<file path="src/rtl/demux1_4_buf_pkg.sv">
// Shared widths, channel select type and helpers for the 1-to-4 buffered demux.
package demux1_4_buf_pkg;

  localparam int unsigned DATA_W     = 32;
  localparam int unsigned DEST_W     = 2;
  localparam int unsigned NUM_CH     = 4;
  localparam int unsigned FIFO_DEPTH = 2;
  localparam int unsigned PTR_W      = 1;
  localparam int unsigned CNT_W      = 2;

  typedef enum logic [DEST_W-1:0] {
    CH_A = 2'd0,
    CH_B = 2'd1,
    CH_C = 2'd2,
    CH_D = 2'd3
  } ch_e;

  // Incoming word as seen by the router.
  typedef struct packed {
    ch_e               dest;
    logic [DATA_W-1:0] data;
  } in_word_t;

  // One-hot channel mask for a channel select.
  function automatic logic [NUM_CH-1:0] ch_onehot(input ch_e ch);
    ch_onehot = NUM_CH'(1) << ch;
  endfunction

endpackage

</file>
<file path="src/rtl/demux1_4_buf_if.sv">
// Producer and per-channel consumer handshakes of the buffered demux.
interface demux1_4_buf_if;
  import demux1_4_buf_pkg::*;

  logic [DATA_W-1:0] in_data;
  logic [DEST_W-1:0] in_dest;
  logic              in_valid;
  logic              in_ready;

  logic [DATA_W-1:0] outA_data;
  logic [DATA_W-1:0] outB_data;
  logic [DATA_W-1:0] outC_data;
  logic [DATA_W-1:0] outD_data;
  logic              outA_valid;
  logic              outB_valid;
  logic              outC_valid;
  logic              outD_valid;
  logic              outA_ready;
  logic              outB_ready;
  logic              outC_ready;
  logic              outD_ready;
  logic              busy;

  modport master (
    output in_data, in_dest, in_valid,
    output outA_ready, outB_ready, outC_ready, outD_ready,
    input  in_ready, busy,
    input  outA_data, outB_data, outC_data, outD_data,
    input  outA_valid, outB_valid, outC_valid, outD_valid
  );

  modport slave (
    input  in_data, in_dest, in_valid,
    input  outA_ready, outB_ready, outC_ready, outD_ready,
    output in_ready, busy,
    output outA_data, outB_data, outC_data, outD_data,
    output outA_valid, outB_valid, outC_valid, outD_valid
  );

endinterface

</file>
<file path="src/rtl/demux_fifo2.sv">
// Two-entry word FIFO with 1-bit wrapping pointers; head word is read straight from storage.
module demux_fifo2
  import demux1_4_buf_pkg::*;
(
  input  logic              clk,
  input  logic              rst_n,
  input  logic              push_i,
  input  logic              pop_i,
  input  logic [DATA_W-1:0] data_i,
  output logic [DATA_W-1:0] data_o,
  output logic              full_o,
  output logic              empty_o,
  output logic [CNT_W-1:0]  count_o
);

  logic [DATA_W-1:0] mem_q [FIFO_DEPTH];
  logic [DATA_W-1:0] mem_d [FIFO_DEPTH];
  logic [PTR_W-1:0]  wr_ptr_q, wr_ptr_d;
  logic [PTR_W-1:0]  rd_ptr_q, rd_ptr_d;
  logic [CNT_W-1:0]  count_q, count_d;
  logic              push_ok, pop_ok;

  assign full_o  = (count_q == CNT_W'(FIFO_DEPTH));
  assign empty_o = (count_q == '0);
  assign count_o = count_q;
  assign data_o  = mem_q[rd_ptr_q];

  // Guarded push/pop keep the count inside 0..FIFO_DEPTH even if a caller misbehaves.
  always_comb begin
    push_ok  = push_i && !full_o;
    pop_ok   = pop_i && !empty_o;
    mem_d    = mem_q;
    wr_ptr_d = wr_ptr_q;
    rd_ptr_d = rd_ptr_q;
    count_d  = count_q;

    if (push_ok) begin
      mem_d[wr_ptr_q] = data_i;
      wr_ptr_d        = wr_ptr_q + PTR_W'(1);
    end
    if (pop_ok) begin
      rd_ptr_d = rd_ptr_q + PTR_W'(1);
    end

    case ({push_ok, pop_ok})
      2'b10:   count_d = count_q + CNT_W'(1);
      2'b01:   count_d = count_q - CNT_W'(1);
      default: count_d = count_q;
    endcase
  end

  always_ff @(posedge clk or negedge rst_n) begin
    if (!rst_n) begin
      for (int i = 0; i < int'(FIFO_DEPTH); i++) begin
        mem_q[i] <= '0;
      end
      wr_ptr_q <= '0;
      rd_ptr_q <= '0;
      count_q  <= '0;
    end else begin
      mem_q    <= mem_d;
      wr_ptr_q <= wr_ptr_d;
      rd_ptr_q <= rd_ptr_d;
      count_q  <= count_d;
    end
  end

endmodule

</file>
<file path="src/rtl/demux1_4_buf.sv">
// 1-to-4 demultiplexer routing each accepted word into a per-channel 2-entry FIFO.
module demux1_4_buf
  import demux1_4_buf_pkg::*;
(
  input  logic         Clk,
  input  logic         Reset_n,
  demux1_4_buf_if.slave bus
);

  in_word_t          in_w;
  logic [NUM_CH-1:0] push;
  logic [NUM_CH-1:0] pop;
  logic [NUM_CH-1:0] full;
  logic [NUM_CH-1:0] empty;
  logic [NUM_CH-1:0] cons_ready;
  logic [DATA_W-1:0] head [NUM_CH];
  logic [CNT_W-1:0]  cnt  [NUM_CH];
  logic              accept;

  assign in_w = '{dest: ch_e'(bus.in_dest), data: bus.in_data};

  // Readiness depends only on the addressed channel's fill level.
  assign bus.in_ready = !full[in_w.dest];
  assign accept       = bus.in_valid && bus.in_ready;
  assign push         = ch_onehot(in_w.dest) & {NUM_CH{accept}};

  assign cons_ready = {bus.outD_ready, bus.outC_ready, bus.outB_ready, bus.outA_ready};
  assign pop        = cons_ready & ~empty;

  for (genvar c = 0; c < NUM_CH; c++) begin : g_ch
    demux_fifo2 u_fifo (
      .clk     (Clk),
      .rst_n   (Reset_n),
      .push_i  (push[c]),
      .pop_i   (pop[c]),
      .data_i  (in_w.data),
      .data_o  (head[c]),
      .full_o  (full[c]),
      .empty_o (empty[c]),
      .count_o (cnt[c])
    );
  end

  assign bus.outA_valid = !empty[CH_A];
  assign bus.outB_valid = !empty[CH_B];
  assign bus.outC_valid = !empty[CH_C];
  assign bus.outD_valid = !empty[CH_D];

  assign bus.outA_data = head[CH_A];
  assign bus.outB_data = head[CH_B];
  assign bus.outC_data = head[CH_C];
  assign bus.outD_data = head[CH_D];

  always_comb begin
    bus.busy = 1'b0;
    for (int c = 0; c < int'(NUM_CH); c++) begin
      bus.busy = bus.busy | (cnt[c] != '0);
    end
  end

endmodule
</file>
<file path="src/flat_wrapper.sv">
// flat-port wrapper written by rule: the top's interface ports become plain ports
module demux1_4_buf_flat import demux1_4_buf_pkg::*;
  (Clk, Reset_n, bus_in_data, bus_in_dest, bus_in_valid, bus_outA_ready, bus_outB_ready, bus_outC_ready, bus_outD_ready, bus_in_ready, bus_busy, bus_outA_data, bus_outB_data, bus_outC_data, bus_outD_data, bus_outA_valid, bus_outB_valid, bus_outC_valid, bus_outD_valid);
  demux1_4_buf_if bus_i ();
  input  logic Clk;
  input  logic Reset_n;
  input wire logic [$bits(bus_i.in_data)-1:0] bus_in_data;
  input wire logic [$bits(bus_i.in_dest)-1:0] bus_in_dest;
  input wire logic [$bits(bus_i.in_valid)-1:0] bus_in_valid;
  input wire logic [$bits(bus_i.outA_ready)-1:0] bus_outA_ready;
  input wire logic [$bits(bus_i.outB_ready)-1:0] bus_outB_ready;
  input wire logic [$bits(bus_i.outC_ready)-1:0] bus_outC_ready;
  input wire logic [$bits(bus_i.outD_ready)-1:0] bus_outD_ready;
  output wire logic [$bits(bus_i.in_ready)-1:0] bus_in_ready;
  output wire logic [$bits(bus_i.busy)-1:0] bus_busy;
  output wire logic [$bits(bus_i.outA_data)-1:0] bus_outA_data;
  output wire logic [$bits(bus_i.outB_data)-1:0] bus_outB_data;
  output wire logic [$bits(bus_i.outC_data)-1:0] bus_outC_data;
  output wire logic [$bits(bus_i.outD_data)-1:0] bus_outD_data;
  output wire logic [$bits(bus_i.outA_valid)-1:0] bus_outA_valid;
  output wire logic [$bits(bus_i.outB_valid)-1:0] bus_outB_valid;
  output wire logic [$bits(bus_i.outC_valid)-1:0] bus_outC_valid;
  output wire logic [$bits(bus_i.outD_valid)-1:0] bus_outD_valid;
  assign bus_i.in_data = bus_in_data;
  assign bus_i.in_dest = bus_in_dest;
  assign bus_i.in_valid = bus_in_valid;
  assign bus_i.outA_ready = bus_outA_ready;
  assign bus_i.outB_ready = bus_outB_ready;
  assign bus_i.outC_ready = bus_outC_ready;
  assign bus_i.outD_ready = bus_outD_ready;
  assign bus_in_ready = bus_i.in_ready;
  assign bus_busy = bus_i.busy;
  assign bus_outA_data = bus_i.outA_data;
  assign bus_outB_data = bus_i.outB_data;
  assign bus_outC_data = bus_i.outC_data;
  assign bus_outD_data = bus_i.outD_data;
  assign bus_outA_valid = bus_i.outA_valid;
  assign bus_outB_valid = bus_i.outB_valid;
  assign bus_outC_valid = bus_i.outC_valid;
  assign bus_outD_valid = bus_i.outD_valid;
  demux1_4_buf u_core (.Clk(Clk), .Reset_n(Reset_n), .bus(bus_i));
endmodule
</file>
<file path="config.mk">
export PLATFORM = sky130hd
export DESIGN_NAME = demux1_4_buf_flat
export DESIGN_NICKNAME = d
export VERILOG_FILES = /design/src/rtl/demux1_4_buf_pkg.sv /design/src/rtl/demux1_4_buf_if.sv /design/src/rtl/demux_fifo2.sv /design/src/rtl/demux1_4_buf.sv /design/src/flat_wrapper.sv
export SDC_FILE = /design/constraint.sdc
export NUM_CORES = 1
export LEC_CHECK = 0
export BUFFER_PORTS_ARGS = -buffer_cell sky130_fd_sc_hd__buf_2
export CELL_PAD_IN_SITES_DETAIL_PLACEMENT = 2
export CELL_PAD_IN_SITES_GLOBAL_PLACEMENT = 2
export CORE_ASPECT_RATIO = 1.4
export CORE_UTILIZATION = 40
export CTS_CLUSTER_DIAMETER = 30
export DETAILED_ROUTE_END_ITERATION = 8
export PLACE_DENSITY_LB_ADDON = 0.1
export SLEW_MARGIN = 20
export SYNTH_ARGS = -nofsm -noshare
export SYNTH_HDL_FRONTEND = slang
export SYNTH_HIERARCHICAL = 1
export SYNTH_SLANG_ARGS = --single-unit
</file>
<file path="constraint.sdc">
create_clock -name Clk -period 2.8 [get_ports Clk]
set_input_delay 0.28 -clock Clk [delete_from_list [all_inputs] [get_ports Clk]]
set_output_delay 0.28 -clock Clk [all_outputs]
set_load 0.01 [all_outputs]
</file>
# Word level (Yosys, flattened, before mapping)
# Index checks and enable logic that the tools add are counted.
[word_totals]
wordCells = 140
reg_bits = 272
[classes]
shifts = 1
n_eq_ne = 12
addsub = 16
order_cmp = 13
reduce_logical = 34
n_bitwise = 14
mux = 30
[op_table]
columns = ["cell", "count"]
rows = [
  ["$mux 32", 16],
  ["$bwmux 64", 4],
  ["$demux 32 s1", 4],
  ["$eq 2x2->1 const B", 8],
  ["$ge 2x2->1 const B", 8],
  ["$not 1->2", 8],
  ["$pmux 2 s2", 4],
  ["$reduce_bool 2->1", 8],
  ["$logic_and 1x1->1", 13],
  ["$logic_not 1->1", 9],
  ["$add 1x1->1 const B", 8],
  ["$add 2x1->2 const B", 4],
  ["$and 4x4->4", 2],
  ["$eq 2x1->1 const B", 4],
  ["$logic_not 2->1", 4],
  ["$lt 2x1->1 const B", 4],
  ["$sub 2x1->2 const B", 4],
  ["$not 4->4", 1],
  ["$shl 1x2->4 const A", 1],
  ["$lt 2x3->1 const B", 1],
  ["$or 1x1->1", 3],
  ["$bmux 1 s2", 1],
  ["$mux 1", 1],
]

# Longest topological paths before layout
[depth]
depth_word = 9
ltp_mapped = 8
ltp_nobuf = 8

# Cells and area by module
# Netlist, hierarchy kept.
[by_module_without_submodules]
columns = ["mod", "area_per_inst_um2", "seq_area_each_um2", "instances", "cells_each"]
rows = [
  ["demux_fifo2 (u_core.g_ch[0].u_fifo ...)", 3000.4, 1701.6, 3, 189],
  ["demux_fifo2 (u_core.g_ch[3].u_fifo)", 2990.4, 1701.6, 1, 189],
  ["demux1_4_buf", 120.1, 0.0, 1, 18],
]

# Worst setup path before layout
# Ideal clock, no wire load.
[synth_timing]
kind = "flip-flop to flip-flop"
start = "register u_core.g_ch[0].u_fifo.count_q[0]"
end = "register u_core/g_ch[0].u_fifo/mem_q[0] in the netlist's numbering"
n_path_buf = 2
setup_time_ns = 0.125
arrival_time_ns = 1.878
required_ns = 2.675
setup_slack_ns = 0.797
stages_incl_launch_ff = 8
path_cell_list = "dfrtp_1 nand2b_4 inv_2 nor4b_1 and3_2 clkbuf_2 clkbuf_8 mux2_2"
[synth_via]
elab_chain_len = 7
[synth_lines]
columns = ["element", "line", "text"]
rows = [
  ["start: declaration", "demux_fifo2.sv:20", "logic [CNT_W-1:0] count_q, count_d;"],
  ["start signal: assignment", "demux_fifo2.sv:64", "count_q <= count_d;"],
  ["$eq 2x2->1", "demux_fifo2.sv:23", "assign full_o = (count_q == CNT_W'(FIFO_DEPTH));"],
  ["net u_core.full[0]", "demux1_4_buf.sv:13", "logic [NUM_CH-1:0] full;"],
  ["$bmux 1 s2", "demux1_4_buf.sv:23", "assign bus.in_ready = !full[in_w.dest];"],
  ["$mux 1 (not written as such)", "demux1_4_buf.sv:23", ""],
  ["$logic_not 1->1", "demux1_4_buf.sv:23", ""],
  ["$logic_and 1x1->1", "demux1_4_buf.sv:24", "assign accept = bus.in_valid && bus.in_ready;"],
  ["$and 4x4->4", "demux1_4_buf.sv:25", "assign push = ch_onehot(in_w.dest) & {NUM_CH{accept}};"],
  ["net u_core.push[0]", "demux1_4_buf.sv:11", "logic [NUM_CH-1:0] push;"],
  ["$logic_and 1x1->1", "demux_fifo2.sv:30", "push_ok = push_i && !full_o;"],
  ["end signal: assignment", "demux_fifo2.sv:61", "mem_q <= mem_d;"],
  ["end: declaration", "demux_fifo2.sv:16", "logic [DATA_W-1:0] mem_q [FIFO_DEPTH];"],
]
# The timed path passes the listed nets, and every way through them passes these cells. The select of a mux whose other input is x is not followed.
# A chain may end at the register's enable or synchronous reset.

# Worst setup path in the final report
[layout_timing]
start = "register u_core.g_ch[0].u_fifo.rd_ptr_q"
end = "output bus_outA_data[29]"
[layout_via]
elab_chain_len = 4
[layout_lines]
columns = ["element", "line", "text"]
rows = [
  ["start: declaration", "demux_fifo2.sv:19", "logic [PTR_W-1:0] rd_ptr_q, rd_ptr_d;"],
  ["start signal: assignment", "demux_fifo2.sv:63", "rd_ptr_q <= rd_ptr_d;"],
  ["$not 1->2 (not written as such)", "demux_fifo2.sv:26", "assign data_o = mem_q[rd_ptr_q];"],
  ["$mux 32 (not written as such) (3 in series)", "demux_fifo2.sv:26", ""],
  ["end: declaration", "flat_wrapper.sv:16", "output wire logic [$bits(bus_i.outA_data)-1:0] bus_outA_data;"],
]
# No other way between the ends. The select of a mux whose other input is x is not followed.

==> flow_results.org <==
** Outcome
- The flow ran to the end, and the final reports show no timing, DRC or antenna violations.

** Logic synthesis
- Sequential cell area fraction in the yosys report :: 0.5620
- During synthesis, Yosys emitted a total of 6 warnings.
- Top cell type's share of synthesized area :: 0.5620
- After synthesis, the share of flip-flops with an asynchronous set or reset is 1.000.
- Primary flip-flop cell chosen by synthesis mapping :: sky130_fd_sc_hd__dfrtp_1
- Synthesis produced a netlist with a net count of 819.
- Of the total synthesized cell area, the portion taken by full adders, half adders and majority gates is 0.004132.
- Synth Area in Compound Gates :: 0
- Of all cell types, the one taking the most synthesized area is sky130_fd_sc_hd__dfrtp_1.
- The most common cell in the synthesized netlist is sky130_fd_sc_hd__mux2_2.
- Mux share of post-synthesis cell area :: 0.3598
- Largest cells by area after synthesis :: sky130_fd_sc_hd__dfrtp_1 (56%), sky130_fd_sc_hd__mux2_2 (34%), sky130_fd_sc_hd__mux2_1 (1.7%)
- Number of distinct library cells after synthesis :: 27
- Synth Cell Area :: 12110 um2
- The average instance in the mapped netlist occupies 15.65 um2.
- Of the total synthesized cell area, the portion taken by XOR and XNOR cells is 0.01446.
- Synthesized instance count :: 774
- Of the total synthesized cell area, the portion taken by AND, OR, NAND and NOR gates is 0.02541.
- Synthesis inferred 272 register bits.
- EDFF count, synth :: 0
- Dominant combinational cell family by area after synthesis :: multiplexers
- After synthesis, the most frequently instantiated cells are sky130_fd_sc_hd__mux2_2 (363), sky130_fd_sc_hd__dfrtp_1 (272), sky130_fd_sc_hd__mux2_1 (18), sky130_fd_sc_hd__buf_6 (15), sky130_fd_sc_hd__xnor2_1 (12).

** Cells and area
- The repair_antennas step left the layout with diodes totalling 0.
- Layout-stage area growth over the synthesis result :: 25.38%
- Of the cells placed in the final design, the portion with a size suffix greater than 1 is 0.6601.
- Post-Route Utilization :: 0.5089
- # fillers :: 2783
- # nets final :: 1025

** Pwr
- Summed over all cells, the static leakage comes to 6.871 nW.
- Combinational Power Share :: 0.351
- Peak supply drop :: 612.9 uV
- Sw frac :: 0.3296
- Switching pwr :: 0.007009 W
- Clock Power Share :: 0.304
- The internal portion of the total power is 0.01426 W.
- In this run the power density over the cells is 1400 nW/um2.
- The share of total power dissipated in sequential elements is 0.345.

** Critical path
- Setup crit start :: u_core/g_ch[0].u_fifo/rd_ptr_q
- On the worst path, the slowest cell contributes a delay of 0.96 ns.
- The critical path ends at bus_outA_data[29].
- Critical path start-end classification :: flop to primary output
- The kind of cell with the highest combined delay along the critical path is flip-flops.
- Endpoint required time on the critical path :: 2.52 ns
- The worst register-to-register path begins at u_core/g_ch[0].u_fifo/count_o[0].
- In this run the worst path has a maximum fanout of 33.
- Worst path arrival time :: 2.14 ns
- The worst register-to-register path ends at u_core/g_ch[0].u_fifo/mem_q[46].
- The setup check on the worst reg-to-reg path leaves a slack of 0.41 ns.
- Worst path slowest cell :: sky130_fd_sc_hd__dfrtp_2
- Startpoint class of the critical path :: flop
- Walking the worst path, the cells encountered are mux2_2 -> buf_2.
- Measured in cells, the most critical reg-to-reg path has a length of 6.
- Sort of element at the end of the critical path :: primary output
- The critical path runs through a total of 2 cells.
- Number of buffer and inverter stages on the critical path :: 1

** Place
- At the end of routability-driven placement, the weighted congestion stood at 0.7544.
- Buffers placed on the I/O ports in this run total 174.
- Placed wire-length estimate after detailed placement :: 22.23 mm

** Timing
- Slew headroom :: 0.3950
- Setup violations remaining at the end of the flow were counted as 0.
- Final critical-path required period :: 2.425 ns
- Worst-margin pin slew :: 0.9075 ns
- Summed negative setup slack over all endpoints :: 0 ns
- Number of failing hold endpoints at the final stage :: 0
- Of the available clock period, the critical path in the final layout requires 0.8659.
- The count of pins over their slew limit was 0.
- Unrepaired setup endpoints after global routing :: false
- Maximum frequency from static timing analysis :: 412.4 MHz
- Between clock sinks in the finished design, the worst skew comes to 0.01561 ns.
- Final worst hold slack :: 0.06081 ns

** Clock network
- TritonCTS built the clock tree.
- TritonCTS Buffers :: 52
- Clock-pin slew was measured on the worst setup and hold paths at 0.05 ns.
- CTS Root Buffer Type :: sky130_fd_sc_hd__clkbuf_16
- In this run the number of H-tree levels came out at 2.
- Counting every sink on the clock net gives 272.
- Post-cts sizing count :: 0
- Clock latency on the worst-skew pair, taken at its later pin, is 0.55 ns.
- The clock passes through at most 3 buffers.

** Detailed routing
- Once detail routing completed, the nets flagged for antenna violations numbered 0.
- In the routed layout, each cell is associated on average with a via count of 5.169.
- Wires add up to 34.78 mm.
- In this run, the number of DRC markers left after iteration 0 of detailed routing was 223.
- Number of search-and-repair iterations in the first detailed-routing pass :: 4
- The routed layout has 7267 vias.
- Dividing the detail-routed wire length by the instance count gives 24.74 um.
- In the routed design, unresolved DRC markers number 0.

** Die
- Number of top-level pins :: 175
- FP Rows :: 75
- Die area :: 30990 um2
- From left edge to right edge, the die measures 149.1 um.
- Initial cell density of the core :: 0.4059
- Core footprint :: 29840 um2
- In this run the vertical extent of the chip is 207.9 um.

** Min path
- Worst hold-check path type :: input port to flop

** GRT
- Antenna violations before repair :: 0
- For this run, global-route usage on met2 was measured as 0.4324.
- The number of global-route vias before repair was 8801.
- Most crowded layer after global routing :: met2
- Maximum number of pins on one net before global-route repair :: 75
- GRT met1 Usage :: 0.2597
- Wire length of the first global-routing pass :: 53.99 mm
- Overall Global Routing Usage :: 0.2341
- Met3 GRT Util :: 0.04759
- Global routing finished with a remaining overflow of 0.

** Run
- Max-cap violation count :: 0
==> cells by family (layout without fill, tap and decap cells) <==
kind of cell | count (synthesis) | after routing
muxes | 385 | 385
adders and majority gates | 4 | 4
and+or+nand+nor | 40 | 40
DFF | 272 | 272
xor gates and xnor gates | 20 | 20
buffers and inverters | 53 | 300
==> metal layers <==
metal / wire length (um) / vias to the layer above
met4: 1117 / 0
met1: 12970 / 3847
met5: 0 / -
li1: - / 3173
met3: 1582 / 68
met2: 19110 / 179
==> through the flow <==
step	cells	total power (W)	setup WS, ns	cell area (um2)
5_1_grt	1406	0.02238	0.2442	15190
3_3_place_gp	1310	0.01431	0.6279	13350
6_report	1406	0.02127	0.3754	15190
3_5_place_dp	1310	0.01486	0.4195	13350
4_1_cts	1406	0.02160	0.3459	15190
2_1_floorplan	774	0.01169	0.7972	12110
==> flip-flops by register name (all words and copies together), names as in the netlist <==
signal,flops
u_core/g_ch.u_fifo/count_o,8
u_core/g_ch.u_fifo/mem_q,256
u_core/g_ch.u_fifo/rd_ptr_q,4
u_core/g_ch.u_fifo/wr_ptr_q,4
==> power groups by stage <==
stage	registers, W	logic [W]	clock network [W]
final	0.00735	0.00746	0.00646
after global placement	0.00710	0.00720	0
after global routing	0.00759	0.00803	0.00676
after detailed placement	0.00736	0.00750	0
after floorplan	0.00661	0.00508	0
after CTS	0.00737	0.00763	0.00660
==> repair_timing <==
item / 4_1_cts / 5_1_grt
hold buffers: 1 / 0
setup buffers: 0 / 0
hold endpoints to repair: 69 / 0
==> cell usage in the layout (no fill, tap or decap), types with 2 or more instances in the layout <==
master | Yosys | layout
sky130_fd_sc_hd__dfrtp_2 | 0 | 4
sky130_fd_sc_hd__clkinv_4 | 0 | 2
sky130_fd_sc_hd__buf_12 | 0 | 7
sky130_fd_sc_hd__mux2_2 | 363 | 363
sky130_fd_sc_hd__mux2_1 | 18 | 18
sky130_fd_sc_hd__clkbuf_1 | 10 | 4
sky130_fd_sc_hd__inv_2 | 4 | 4
sky130_fd_sc_hd__bufinv_16 | 0 | 7
sky130_fd_sc_hd__nor4_1 | 2 | 2
sky130_fd_sc_hd__ha_1 | 4 | 4
sky130_fd_sc_hd__nor2_1 | 8 | 8
sky130_fd_sc_hd__nor3b_4 | 4 | 4
sky130_fd_sc_hd__xnor2_1 | 12 | 12
sky130_fd_sc_hd__clkinvlp_4 | 0 | 12
sky130_fd_sc_hd__buf_4 | 0 | 14
sky130_fd_sc_hd__clkinv_2 | 0 | 4
sky130_fd_sc_hd__clkbuf_16 | 0 | 53
sky130_fd_sc_hd__nor2b_1 | 8 | 8
sky130_fd_sc_hd__mux2_4 | 3 | 3
sky130_fd_sc_hd__and3_2 | 3 | 4
sky130_fd_sc_hd__nand2_1 | 6 | 6
sky130_fd_sc_hd__inv_1 | 5 | 5
sky130_fd_sc_hd__nand2b_4 | 4 | 4
sky130_fd_sc_hd__clkbuf_8 | 9 | 7
sky130_fd_sc_hd__buf_2 | 6 | 173
sky130_fd_sc_hd__xor2_1 | 8 | 8
sky130_fd_sc_hd__inv_6 | 0 | 5
sky130_fd_sc_hd__dfrtp_1 | 272 | 268
==> area by class of cell <==
class                      instances  area (um2)  area share
inverter                           9       33.78    0.002225
clock inverter                    31       392.9     0.02587
tap                              385       481.7     0.03172
timing repair buffer             196        1136     0.07481
multi-input combinational        449        4892      0.3222
clock buffer                      64        1438     0.09467
sequential                       272        6812      0.4485
==> worst min path at each step <==
stage	slack, ns	to	from	cells after the start
global placement	0.30	u_core/g_ch[2].u_fifo/mem_q[19]	Reset_n	1
finish	0.06	u_core/g_ch[0].u_fifo/mem_q[60]	bus_in_data[28]	2
global route	0.06	u_core/g_ch[0].u_fifo/mem_q[60]	bus_in_data[28]	2
floorplan	-0.02	u_core/g_ch[0].u_fifo/count_o[0]	Reset_n	0
CTS	0.04	u_core/g_ch[0].u_fifo/mem_q[60]	bus_in_data[28]	2
detailed placement	0.31	u_core/g_ch[2].u_fifo/mem_q[19]	Reset_n	1
No activity file was read; power rests on OpenSTA's default activity.
